==> src/rtl/uart_tx_tick.sv <==
// Tick-paced UART transmitter: start, DATA_BITS LSB-first, optional parity, STOP_BITS stop bits.
// o_ready is high only in IDLE; the frame waits in SYNC for the next tick so each bit spans one full tick interval.
module uart_tx_tick #(
    parameter int DATA_BITS  = 8,
    parameter int STOP_BITS  = 1,
    parameter int PARITY_EN  = 0,
    parameter int PARITY_ODD = 0
) (
    input  logic                 i_clk,
    input  logic                 i_rst_n,
    input  logic                 i_tick,
    input  logic [DATA_BITS-1:0] i_data,
    input  logic                 i_valid,
    output logic                 o_ready,
    output logic                 o_tx,
    output logic                 o_busy,
    output logic                 o_done
);
    localparam int               IDX_W     = $clog2(DATA_BITS);
    localparam logic [IDX_W-1:0] LAST_IDX  = IDX_W'(DATA_BITS - 1);
    localparam logic             LAST_STOP = (STOP_BITS == 2);
    localparam logic             PAR_ON    = (PARITY_EN != 0);
    localparam logic             PAR_INV   = (PARITY_ODD != 0);

    typedef enum logic [2:0] {
        S_IDLE,
        S_SYNC,
        S_START,
        S_DATA,
        S_PARITY,
        S_STOP
    } state_t;

    state_t                 r_state,    w_state;
    logic [DATA_BITS-1:0]   r_shift,    w_shift;
    logic                   r_parity,   w_parity;
    logic [IDX_W-1:0]       r_bit_idx,  w_bit_idx;
    logic                   r_stop_cnt, w_stop_cnt;
    logic                   r_tx,       w_tx;
    logic                   w_done;

    always_ff @(posedge i_clk or negedge i_rst_n) begin
        if (!i_rst_n) begin
            r_state    <= S_IDLE;
            r_shift    <= '0;
            r_parity   <= 1'b0;
            r_bit_idx  <= '0;
            r_stop_cnt <= 1'b0;
            r_tx       <= 1'b1;
        end else begin
            r_state    <= w_state;
            r_shift    <= w_shift;
            r_parity   <= w_parity;
            r_bit_idx  <= w_bit_idx;
            r_stop_cnt <= w_stop_cnt;
            r_tx       <= w_tx;
        end
    end

    // Parity is captured at acceptance because the shift register is consumed as bits go out.
    always_comb begin
        w_state    = r_state;
        w_shift    = r_shift;
        w_parity   = r_parity;
        w_bit_idx  = r_bit_idx;
        w_stop_cnt = r_stop_cnt;
        w_tx       = r_tx;
        w_done     = 1'b0;
        case (r_state)
            S_IDLE: begin
                if (i_valid) begin
                    w_state  = S_SYNC;
                    w_shift  = i_data;
                    w_parity = (^i_data) ^ PAR_INV;
                end
            end
            S_SYNC: begin
                if (i_tick) begin
                    w_tx    = 1'b0;
                    w_state = S_START;
                end
            end
            S_START: begin
                if (i_tick) begin
                    w_tx      = r_shift[0];
                    w_shift   = r_shift >> 1;
                    w_bit_idx = '0;
                    w_state   = S_DATA;
                end
            end
            S_DATA: begin
                if (i_tick) begin
                    if (r_bit_idx == LAST_IDX) begin
                        if (PAR_ON) begin
                            w_tx    = r_parity;
                            w_state = S_PARITY;
                        end else begin
                            w_tx       = 1'b1;
                            w_stop_cnt = 1'b0;
                            w_state    = S_STOP;
                        end
                    end else begin
                        w_tx      = r_shift[0];
                        w_shift   = r_shift >> 1;
                        w_bit_idx = r_bit_idx + IDX_W'(1);
                    end
                end
            end
            S_PARITY: begin
                if (i_tick) begin
                    w_tx       = 1'b1;
                    w_stop_cnt = 1'b0;
                    w_state    = S_STOP;
                end
            end
            S_STOP: begin
                if (i_tick) begin
                    if (r_stop_cnt == LAST_STOP) begin
                        w_state = S_IDLE;
                        w_done  = 1'b1;
                    end else begin
                        w_stop_cnt = 1'b1;
                    end
                end
            end
            default: begin
                w_state = S_IDLE;
                w_tx    = 1'b1;
            end
        endcase
    end

    assign o_ready = (r_state == S_IDLE);
    assign o_busy  = ~o_ready;
    assign o_tx    = r_tx;
    assign o_done  = w_done;

endmodule
==> config.mk <==
export PLATFORM = sky130hd
export DESIGN_NAME = uart_tx_tick
export DESIGN_NICKNAME = d
export VERILOG_FILES = /design/src/rtl/uart_tx_tick.sv
export SDC_FILE = /design/constraint.sdc
export NUM_CORES = 1
export LEC_CHECK = 0
export CAP_MARGIN = 20
export CORE_UTILIZATION = 30
export CTS_CLUSTER_SIZE = 8
export DETAILED_ROUTE_END_ITERATION = 10
export PLACE_DENSITY = 0.49
export SLEW_MARGIN = 5
export SYNTH_ARGS = -nofsm -noshare
export SYNTH_HDL_FRONTEND = slang
export SYNTH_SLANG_ARGS = --single-unit
==> constraint.sdc <==
create_clock -name i_clk -period 2.15 [get_ports i_clk]
set_input_delay 0.645 -clock i_clk [delete_from_list [all_inputs] [get_ports i_clk]]
set_output_delay 0.645 -clock i_clk [all_outputs]
set_load 0.01 [all_outputs]
## Word level (Yosys, flattened, before mapping)

Cells that the tools add are included.
W data, S select, Z words.

| word-level totals | value |
|---|---|
| flip-flop bits (word level) | 16 |
| bits of input ports | 12 |
| output and inout port bits | 4 |
| logic and storage cells | 65 |

| cells by class | value |
|---|---|
| $add $sub $neg | 1 |
| eq/ne operators | 15 |
| mux-type cells | 32 |
| bitwise operators | 2 |
| reductions and logical operators | 10 |

Operators by type and width:

| operator | count |
|---|---|
| $mux W3 | 11 |
| $mux W8 | 4 |
| $pmux W8 S3 | 1 |
| $ne A2 B2 Y1 const B | 9 |
| $pmux W3 S6 | 1 |
| $reduce_and A5 Y1 | 3 |
| $mux W1 | 12 |
| $eq A3 B3 Y1 const B | 3 |
| $reduce_and A8 Y1 | 1 |
| $eq A3 B2 Y1 const B | 2 |
| $pmux W3 S2 | 1 |
| $reduce_bool A3 Y1 | 2 |
| $pmux W1 S5 | 1 |
| $reduce_and A4 Y1 | 1 |
| $add A3 B1 Y3 const B | 1 |
| $eq A3 B1 Y1 const B | 1 |
| $logic_not A3 Y1 | 1 |
| $pmux W1 S3 | 1 |
| $not A1 Y1 | 2 |
| $reduce_bool A2 Y1 | 1 |
| $reduce_or A2 Y1 | 1 |

## Depth between registers and ports, before layout

| logic depth | value |
|---|---|
| depth in word-level cells | 4 |
| mapped depth | 5 |
| mapped depth without buffers | 5 |

## Least setup slack after synthesis

Ideal clock, no wire load.

| timing path | value |
|---|---|
| path type | input to output |
| start | input port i_tick |
| end | output port o_done |
| arrival time | 1.238 ns |
| data required time | 1.505 ns |
| setup slack | 0.267 ns |
| cell stages on the path | 3 |
| buffers on the path | 1 |
| path through | buf_2 -> nand2_1 -> nor3b_1 |

| on the way | value |
|---|---|
| word-level cells in the longest chain between the ends | 2 |

RTL lines:

| what | RTL line | text |
|---|---|---|
| from (decl) | 11 | `input logic i_tick,` |
| $mux W1 | 117 | `if (i_tick) begin` |
| $mux W1 | 69 | `case (r_state)` |
| to (decl) | 17 | `output logic o_done` |

No other way between the ends.

## Worst setup path after layout

| timing path | value |
|---|---|
| start | register r_state[0] |
| end | output port o_ready |

| on the way | value |
|---|---|
| word-level cells in the longest chain between the ends | 1 |

RTL lines:

| what | RTL line | text |
|---|---|---|
| from (decl) | 34 | `state_t r_state, w_state;` |
| from (signal assigned) | 51 | `r_state <= w_state;` |
| $logic_not A3 Y1 | -- |  |
| to (decl) | 14 | `output logic o_ready,` |

No other way between the ends.

==> reports/results.tsv <==
stage	metric	value	unit
global_routing	track_usage	0.134	
power	total_power	1.17	mW
die	floorplan.initialDensity	0.329	
routing	met2_wirelength	709	microns
global_routing	global_route.overflow_total	0	
die	design.core.area	2570	sq um
sta	final_clock_skew	0.00368	ns
yosys	netlist_instances	78	
routing	detailedRoute.firstPassIterationCount	3	
job	drv_cap	0	
yosys	ys_seq_elements	15	
sta	final_max_slew_viol_count	0	
global_routing	antenna_violations_before_repair	0	
cts	cts_buffers	3	
cts	clk_latency	0.28	ns
sta	final.min_clock_period	2.03	ns
power	p_int	773	uW
yosys	synth_nets	92	
sta	tightest_slew	0.471	ns
power	power.leakage	0.515	nW
routing	drtAntennaViolNets	0	
yosys	netlist.top_cell.by_area	dfrtp_1	
sta	rsz_0062_raised_after_global_routing	false	
power	seq_power_share	0.381	
yosys	synth_area_leaders	dfrtp_1 (41%), mux2_2 (19%), nand2_1 (3.6%), dfstp_2 (3.1%), ha_1 (3.0%)	
routing	drt_drc_violations_left	0	
cts	clock_tree.htree_level_count	1	
die	die_w	55.1	microns
layout	syn_to_final_growth	29.0	%
critical_path	startpoint_type	flip-flop	
sta	final-hold-violation-count	0	
placement	buffer_ports.inserted	15	
die	ios	16	
power	ir_worst_vdd	0.000457	V
routing	met3WireLength	103	microns
cts	clockBufferDepth	2	
layout	antenna_cells	0	
critical_path	reg2reg_from	r_bit_idx[0]$_DFFE_PN0P_	
cts	clkTransAtPathRegs	0.10	ns
routing	drt-vias-per-instance	4.85	
placement	gp_congestion	0.765	
layout	fillCellCount	264	
routing	top_layer	met3	
routing	avgRoutedWirePerCell	12.5	microns
yosys	synth.avg_cell_area	10.8	sq um
sta	max_slew_margin	0.686	
critical_path	critPathLaunch	r_state[0]$_DFFE_PN0P_	
critical_path	required	1.50	ns
die	die_area	3040	sq um
layout	layout-drive-gt1-share	0.297	
sta	setup_viol_count_final	0	
yosys	synth.yosys.warnings	0	
power	power.share.switching	0.341	
worst_hold_path	worst_hold_startpoint	r_shift[3]$_DFFE_PN0P_	
critical_path	timing_worst_setup_path_type	reg -> out	
yosys	synth_largest_type_area_fraction	0.414	
sta	final_min_period_over_clock_period	0.943	
global_routing	vias_in_the_first_global_route	646	
cts	clock_tree_from_tritoncts	done	
layout	mostFrequentLayoutCells	mux2_2 (14), dfrtp_1 (14), clkdlybuf4s50_1 (11)	
worst_hold_path	min-delay-path-class	reg -> reg	
routing	drt-total-wl	1640	microns
critical_path	timing.critical_path.arrival	1.38	ns
yosys	synth_seq_area_share	0.445	
layout	final-instance-count-excl-fill	131	
placement	dpl.cell_count	127	
cts	cts_sinks	15	
critical_path	capturing_element_type_of_the_critical_path	output port	
power	clock_power_share	0.138	
sta	max_freq	493	MHz
layout	layout.nets	116	
global_routing	grt_pass1_wl	2860	microns
outcome	result_of_the_run	complete, no violations	
yosys	mappedNetlistArea	846	sq um
critical_path	worst-path-max-fanout	3	
die	placement_rows	18	
routing	wl_met1	829	microns
yosys	synth.lib_cells_used.distinct	29	
placement	post-dp-hpwl	1160	microns
die	die_height	55.1	microns
routing	route.vias.total	636	
cts	root_buffer	clkbuf_4	
routing	detailedRoute.firstIterationViolations	12	
global_routing	grt_start_max_net_pins	16	
power	combPwrFrac	0.481	
power	p_switching	399	uW
power	power-per-cell-area	1070	nW/um^2
[layout make-up]
cell class	count	area, sq um	area share
multi-input cells	53	422	0.386
clock inverters	1	5.00	0.00459
repair buffers	24	209	0.192
clock buffers	3	22.5	0.0206
flip-flops and latches	15	377	0.345
inverters	5	18.8	0.0172
well taps	30	37.5	0.0344
[worst max-delay path, stage by stage (launching register included)]
cell and delay, ns:
dfrtp_1 0.40, or3_1 0.39, inv_1 0.06, dlygate4sd2_1 0.25
[timing repair]
item                                    CTS  global route
hold buffers                              0             0
endpoints found under the setup margin    3             0
gates resized for setup                   7             0
buffers inserted                          0             0
[cells in the mapped netlist]
| cell | n |
|---|---|
| nor2_1 | 1 |
| nor3_1 | 1 |
| or3_1 | 1 |
| nand3b_1 | 1 |
| nand2b_1 | 1 |
| mux2i_1 | 2 |
| o211a_1 | 1 |
| buf_2 | 2 |
| dfrtp_1 | 14 |
| nand2_1 | 8 |
| mux2_2 | 14 |
| clkbuf_1 | 2 |
| nor3b_1 | 1 |
| o221ai_1 | 1 |
| dfstp_2 | 1 |
| o31ai_4 | 1 |
| a21oi_1 | 3 |
| buf_6 | 1 |
| nand4bb_1 | 1 |
| ha_1 | 2 |
| a22oi_1 | 1 |
| inv_1 | 5 |
| o211ai_1 | 2 |
| o22ai_1 | 1 |
| a21o_1 | 1 |
| o21ai_0 | 3 |
| nand3_1 | 4 |
| nand4_1 | 1 |
| and3b_1 | 1 |
[path summary, 6_finish.rpt]
| kind | slack [ns] | end | cells past startpoint |
|---|---|---|---|
| worst max-delay path | 0.12 | o_ready | 3 |
| worst min-delay path | 0.51 | r_shift[3]$_DFFE_PN0P_ | 1 |
| worst max register to register | 0.43 | r_shift[6]$_DFFE_PN0P_ | 5 |
| worst min register to register | 0.51 | r_shift[3]$_DFFE_PN0P_ | 1 |
| max in group asynchronous | 1.22 | o_tx$_DFFE_PN1P_ | 2 |
| min in group asynchronous | 0.68 | r_shift[5]$_DFFE_PN0P_ | 2 |
[flip-flops by register name, summed over array words and instances, names as in the netlist]
register and count:
r_shift 8, r_bit_idx 3, r_state 3, o_tx 1
[per-layer routing]
metal | global-route usage | up-vias
met5 | 0 | -
met4 | 0.0500 | 0
met3 | 0.0301 | 0
met2 | 0.211 | 13
met1 | 0.178 | 296
li1 | - | 327
[kinds of logic (layout without fill, tap and decap cells)]
family | after synthesis | count (layout) | synth area share
AND/OR/NAND/NOR | 21 | 21 | 0.133
flip-flops | 15 | 15 | 0.445
buffers and inverters | 10 | 33 | 0.0562
adder cells (fa/ha/maj) | 2 | 2 | 0.0296
AO/OA/AOI/OAI | 14 | 14 | 0.126
multiplexers | 16 | 16 | 0.210
[metrics by stage]
step            util  setup slack, ns  setup TNS, ns  hold slack, ns  area [sq um]
2_1_floorplan      -            0.267              0           0.349           846
3_3_place_gp   0.418           -0.457          -1.83           0.491          1070
3_5_place_dp   0.418           -0.452          -2.08           0.495          1070
4_1_cts        0.425            0.110              0           0.521          1090
5_1_grt        0.425           0.0589              0           0.535          1090
6_report       0.425            0.123              0           0.514          1090
[power by group through the flow]
stage                     clock network (mW)  registers [mW]  logic (mW)
final                                  0.162           0.447       0.564
after global routing                   0.182           0.461       0.639
after CTS                              0.176           0.448       0.572
after detailed placement                   0           0.453       0.575
after global placement                     0           0.452       0.567
after floorplan                            0           0.453       0.415
(Power assumes the default switching activity.)
